[config.mk]
export PLATFORM = sky130hd
export DESIGN_NAME = acc_req_arbiter
export DESIGN_NICKNAME = d
export VERILOG_FILES = /design/src/rtl/acc_req_arbiter.sv
export SDC_FILE = /design/constraint.sdc
export NUM_CORES = 1
export LEC_CHECK = 0
export BUFFER_PORTS_ARGS = -buffer_cell sky130_fd_sc_hd__buf_2
export CAP_MARGIN = 0
export CORE_AREA = 5 5 305 307
export DETAILED_ROUTE_END_ITERATION = 8
export DIE_AREA = 0 0 310 312
export PLACE_DENSITY = 0.37
export SLEW_MARGIN = 40
export SYNTH_ARGS = -nofsm -noshare
export SYNTH_HDL_FRONTEND = slang
export SYNTH_SLANG_ARGS = --single-unit
[constraint.sdc]
create_clock -name clk_i -period 16.1 [get_ports clk_i]
set_input_delay 3.22 -clock clk_i [delete_from_list [all_inputs] [get_ports clk_i]]
set_output_delay 3.22 -clock clk_i [all_outputs]
set_load 0.01 [all_outputs]
[src/rtl/acc_req_arbiter.sv]
// Round-robin arbiter sharing one in-order accelerator request/response port among NumReq requesters.
// Grants load a registered output stage. A route FIFO of requester indices steers the in-order responses back.
module acc_req_arbiter #(
  parameter int NumReq         = 4,
  parameter int ReqWidth       = 128,
  parameter int RespWidth      = 64,
  parameter int MaxOutstanding = 8
) (
  input  logic                                 clk_i,
  input  logic                                 rst_i,
  input  logic [NumReq*ReqWidth-1:0]           req_data_i,
  input  logic [NumReq-1:0]                    req_valid_i,
  output logic [NumReq-1:0]                    req_ready_o,
  output logic [ReqWidth-1:0]                  acc_req_o,
  output logic                                 acc_req_valid_o,
  input  logic                                 acc_req_ready_i,
  input  logic [RespWidth-1:0]                 acc_resp_i,
  input  logic                                 acc_resp_valid_i,
  output logic                                 acc_resp_ready_o,
  output logic [RespWidth-1:0]                 resp_o,
  output logic [NumReq-1:0]                    resp_valid_o,
  input  logic [NumReq-1:0]                    resp_ready_i,
  output logic [$clog2(MaxOutstanding+1)-1:0]  outstanding_o,
  output logic                                 spurious_resp_o
);

  localparam int IdxW = $clog2(NumReq);
  localparam int PtrW = $clog2(MaxOutstanding);
  localparam int CntW = $clog2(MaxOutstanding+1);
  localparam logic [CntW-1:0] MaxCnt = CntW'(MaxOutstanding);

  logic [ReqWidth-1:0] acc_req_r;
  logic                acc_req_valid_r;
  logic [IdxW-1:0]     rr_r;
  logic [IdxW-1:0]     win_idx_s;
  logic [IdxW:0]       sum_s;
  logic                win_found_s;
  logic                stage_free_s;
  logic                grant_s;
  logic [IdxW-1:0]     route_mem_r [MaxOutstanding];
  logic [PtrW-1:0]     wr_ptr_r;
  logic [PtrW-1:0]     rd_ptr_r;
  logic [CntW-1:0]     count_r;
  logic [IdxW-1:0]     head_s;
  logic                head_sent_s;
  logic                pop_s;
  logic                spurious_r;

  assign stage_free_s = !acc_req_valid_r || acc_req_ready_i;
  assign grant_s      = !rst_i && stage_free_s && (count_r < MaxCnt) && win_found_s;
  assign head_s       = route_mem_r[rd_ptr_r];
  // The head may only retire once its request has left the output stage.
  assign head_sent_s  = count_r > CntW'(acc_req_valid_r);

  // Round-robin search starting at rr_r, wrapping modulo NumReq
  always_comb begin
    win_found_s = 1'b0;
    win_idx_s   = '0;
    sum_s       = '0;
    for (int i = 0; i < NumReq; i++) begin
      sum_s = {1'b0, rr_r} + (IdxW+1)'(i);
      if (sum_s >= (IdxW+1)'(NumReq)) begin
        sum_s = sum_s - (IdxW+1)'(NumReq);
      end else begin
        sum_s = sum_s;
      end
      if (!win_found_s && req_valid_i[sum_s[IdxW-1:0]]) begin
        win_found_s = 1'b1;
        win_idx_s   = sum_s[IdxW-1:0];
      end else begin
        win_found_s = win_found_s;
      end
    end
  end

  // One-hot grant to the search winner
  always_comb begin
    req_ready_o = '0;
    if (grant_s) begin
      req_ready_o[win_idx_s] = 1'b1;
    end else begin
      req_ready_o = '0;
    end
  end

  // Response steering by route FIFO head; an empty FIFO drops the response
  always_comb begin
    resp_valid_o     = '0;
    acc_resp_ready_o = 1'b0;
    pop_s            = 1'b0;
    if (rst_i) begin
      acc_resp_ready_o = 1'b0;
    end else if (count_r == '0) begin
      acc_resp_ready_o = 1'b1;
    end else if (head_sent_s) begin
      resp_valid_o[head_s] = acc_resp_valid_i;
      acc_resp_ready_o     = resp_ready_i[head_s];
      pop_s                = acc_resp_valid_i && resp_ready_i[head_s];
    end else begin
      acc_resp_ready_o = 1'b0;
    end
  end

  // Output stage, RR pointer and route FIFO state
  always_ff @(posedge clk_i or posedge rst_i) begin
    if (rst_i) begin
      acc_req_r       <= '0;
      acc_req_valid_r <= 1'b0;
      rr_r            <= '0;
      wr_ptr_r        <= '0;
      rd_ptr_r        <= '0;
      count_r         <= '0;
      spurious_r      <= 1'b0;
      for (int i = 0; i < MaxOutstanding; i++) begin
        route_mem_r[i] <= '0;
      end
    end else begin
      if (grant_s) begin
        acc_req_r             <= req_data_i[win_idx_s*ReqWidth +: ReqWidth];
        acc_req_valid_r       <= 1'b1;
        route_mem_r[wr_ptr_r] <= win_idx_s;
        wr_ptr_r              <= wr_ptr_r + PtrW'(1);
        rr_r                  <= (win_idx_s == IdxW'(NumReq-1)) ? '0 : win_idx_s + IdxW'(1);
      end else if (acc_req_valid_r && acc_req_ready_i) begin
        acc_req_valid_r <= 1'b0;
      end
      if (pop_s) begin
        rd_ptr_r <= rd_ptr_r + PtrW'(1);
      end
      case ({grant_s, pop_s})
        2'b10:   count_r <= count_r + CntW'(1);
        2'b01:   count_r <= count_r - CntW'(1);
        default: count_r <= count_r;
      endcase
      if (count_r == '0 && acc_resp_valid_i) begin
        spurious_r <= 1'b1;
      end
    end
  end

  assign acc_req_o       = acc_req_r;
  assign acc_req_valid_o = acc_req_valid_r;
  assign resp_o          = rst_i ? '0 : acc_resp_i;
  assign outstanding_o   = count_r;
  assign spurious_resp_o = spurious_r;

endmodule

==> impl_metrics.toml <==
[run_status]
status = "finished clean"

[floorplanning]
io_pins = 795
die_area_sq_mm = 0.0967
fp.dieW_microns = 310
initial_core_util = 0.129
rows = 110
fp.dieH_microns = 312
core_area_sq_mm = 0.0897

[clocking]
cts_buffer_depth = 2
cts_resized = 0
postCtsHoldBufs = 0
cts_sinks = 158
cts_setup_buffers = 0
clk_pin_slew_ns = 0.06
cts_tree = "done"
clk-insertion-delay-late_ns = 0.50
cts_buffers = 17
htreeDepth = 4
cts_root_buffer = "clkbuf_16"

[logic_synthesis]
synth_cells = 1286
synth_top_family_by_area = "simple AND/OR/NAND/NOR gates"
yosys_warnings = 0
syn_nets = 1885
synthAdderAreaFrac = 0.0125
synth_xor_area_frac = 0.00605
synthMuxAreaShare = 0.0302
synth_area_sq_mm = 0.0116
synthDistinctLibCells = 42
synth.avg_cell_area_sq_um = 9.01
yosys.area_share.simple = 0.291
ys_seq_elements = 158
synth-compound-area-share = 0.257
yosysSeqAreaShare = 0.341

[drt]
first_iter_violations = 1072
drc = 0
drtPass1Iterations = 7
vias = 13700
ant_nets = 0
vias_per_cell = 4.36
wl_per_cell_microns = 21.1
drt_wl_total_mm = 66.5

[setup_path]
critPathBufInv = 5
crit_arrival_ns = 5.72
crit_type = "input port to primary output"
worst_path_max_delay_cell = "inv_6"
slowest_delay_ns = 0.50
path_cells = "buf_2 > a21oi_1 > o21a_1 > o22a_4 > inv_6 > buf_4 > buf_12 > ha_1 > and2_1 > buf_2"
cp_max_fo = 68
startpoint_type = "input port"
crit_family = "buffers and inverters"
worstPathRequired_ns = 12.88
reg2reg_slack_ns = 12.00
crit_path_end_kind = "primary output"
crit_top_cell = "buf_2"

[global_route]
grt_remaining_overflow = 0
antenna_found_initial = 22
grt_pass1_vias = 14400
busiest_layer = "met2"
grt_use_total = 0.131
grt_max_degree = 155
use_met1 = 0.156
globalRouteMet2Util = 0.221
grt_util_met3 = 0.0432
grt_pass1_wl_mm = 95.3

[job]
cap_violations = 0

[timing]
rsz0062_at_grt = "no"
worstMarginPinSlew_ns = 0.873
setup_viol = 0
clock.fmax_mhz = 112
period_share = 0.555
hold_viol = 0
max_slew_margin = 0.414
fin_skew_ns = 0.0161
finalCriticalPeriod_ns = 8.94
slew_viol_final = 0
holdWs_ns = 0.468
fin_setup_tns_ns = 0
setup_ws_ns = 7.16

[hold_path]
min-delay-path-class = "flop to flop"

[placed_design]
portBuffers = 794
place.gp.congestion = 0.847
dp_slack_ns = 6.99
hpwlAfterDp_mm = 51.8

[pwr]
netSwitchingPower_w = 0.00127
leakagePower_nw = 7.35
p_per_area_mw_per_mm2 = 152
swShare = 0.486
p_int_w = 0.00135
power_frac_comb = 0.570
pwr-share-seq = 0.273
clock_power_share = 0.157
ir_drop_mv = 0.0870

[finish]
final_nets = 2547
drive_gt1_frac = 0.451
area_growth_pct = 48.8
-- routing by layer --
metal | wire [microns] | up-vias | share of wire
met5 | 49 | - | 0.00074
met2 | 31900 | 632 | 0.48
li1 | - | 6412 | -
met4 | 1890 | 10 | 0.028
met1 | 27100 | 6576 | 0.41
met3 | 5520 | 94 | 0.083
-- state kept, by name, summed over array words and instances, names as in the netlist --
name	count
rr_r	2
route_mem_r	16
spurious_resp_o	1
acc_req_valid_o	1
outstanding_o	4
rd_ptr_r	3
wr_ptr_r	3
acc_req_o	128
-- cell usage in the layout, fill, tap and decap left out, types with 3 or more instances in the layout --
| cell | synthesis | layout |
|---|---|---|
| and2_1 | 4 | 4 |
| buf_2 | 5 | 794 |
| dfrtp_1 | 158 | 158 |
| o31ai_1 | 129 | 129 |
| nand2_1 | 142 | 142 |
| inv_6 | 0 | 6 |
| mux2_2 | 15 | 15 |
| clkbuf_16 | 0 | 17 |
| mux2_1 | 3 | 3 |
| nor3b_1 | 3 | 3 |
| clkinv_2 | 0 | 4 |
| buf_6 | 1 | 5 |
| clkinvlp_4 | 0 | 3 |
| buf_4 | 0 | 21 |
| inv_1 | 6 | 5 |
| xnor2_1 | 6 | 6 |
| diode_2 | 0 | 9 |
| nor2b_1 | 66 | 66 |
| nand2b_1 | 3 | 3 |
| nor4b_1 | 256 | 256 |
| a211oi_1 | 256 | 256 |
| a21oi_1 | 5 | 4 |
| ha_1 | 10 | 10 |
| nor2_1 | 10 | 8 |
-- worst min-delay path: stages, from the launching register on --
cell and delay [ns]:
dfrtp_1 0.33, nand2_1 0.05, o31ai_1 0.05
-- path summary, 6_finish.rpt --
| kind | end | cells after the start | startpoint |
|---|---|---|---|
| worst min-delay path | acc_req_o[98]$_DFFE_PP0P_ | 2 | acc_req_o[98]$_DFFE_PP0P_ |
| worst max-delay path | req_ready_o[1] | 10 | req_valid_i[0] |
| min in group asynchronous | spurious_resp_o$_DFFE_PP0P_ | 3 | rst_i |
| max in group asynchronous | acc_req_o[98]$_DFFE_PP0P_ | 4 | rst_i |
| worst max register to register | acc_req_o[79]$_DFFE_PP0P_ | 7 | rr_r[1]$_DFFE_PP0P_ |
| worst min register to register | acc_req_o[98]$_DFFE_PP0P_ | 2 | acc_req_o[98]$_DFFE_PP0P_ |
-- cells in the mapped netlist, drive strengths merged --
library cell | count | area share
or3 | 1 | 0.00054
a2111oi | 1 | 0.00076
o31ai | 129 | 0.084
mux2i | 2 | 0.0017
mux4 | 4 | 0.0084
clkbuf | 167 | 0.054
nor4 | 3 | 0.0022
nand3 | 2 | 0.00086
or4 | 1 | 0.00065
dfrtp | 158 | 0.34
ha | 10 | 0.011
a211oi | 256 | 0.17
nor2 | 10 | 0.0032
xor2 | 2 | 0.0015
a21oi | 5 | 0.0022
a21o | 2 | 0.0013
and2 | 4 | 0.0022
mux2 | 20 | 0.020
o22a | 1 | 0.00076
nor3b | 3 | 0.0019
nor3 | 1 | 0.00043
inv | 9 | 0.0029
xnor2 | 6 | 0.0045
nand2b | 3 | 0.0016
nand2 | 143 | 0.047
o21a | 1 | 0.00065
nand3b | 2 | 0.0013
nor4b | 256 | 0.19
fa | 1 | 0.0017
and3 | 1 | 0.00065
buf | 12 | 0.0051
nor2b | 66 | 0.036
o21ai | 4 | 0.0017
-- area by class of cell --
type	instances	area (sq um)
repair buffers	822	4230
clock inverters	15	136
diodes	9	22.5
clock buffers	17	425
well taps	1176	1470
flip-flops and latches	158	3950
fillers	10200	72500
multi-input cells	940	6960
inverters	9	51.3
-- power groups by stage --
stage / clock network (W) / logic [W] / registers (W)
global placement: 0 / 0.00152 / 0.000718
global route: 0.000453 / 0.00164 / 0.000739
detailed placement: 0 / 0.00152 / 0.000719
floorplan: 0 / 0.000828 / 0.000775
finish: 0.000411 / 0.00149 / 0.000715
CTS: 0.000441 / 0.00152 / 0.000715
-- cells by family (layout without fill, tap and decap cells) --
group,count (synthesis),count (layout)
xor gates and xnor gates,8,8
adders and majority gates,11,11
other,0,9
AOI/OAI and AO/OA,399,399
and+or+nand+nor,496,496
DFF,158,158
muxes,26,26
buffers and inverters,188,863
-- metrics by stage --
step,utilization,std cells,total power [W],cell area (sq um)
5_1_grt,0.192,3142,0.00284,17200
6_report,0.192,3146,0.00262,17200
2_1_floorplan,-,1286,0.00160,11600
4_1_cts,0.192,3136,0.00268,17200
3_3_place_gp,0.185,3104,0.00223,16600
3_5_place_dp,0.185,3104,0.00224,16600
(Power assumes the default switching activity.)
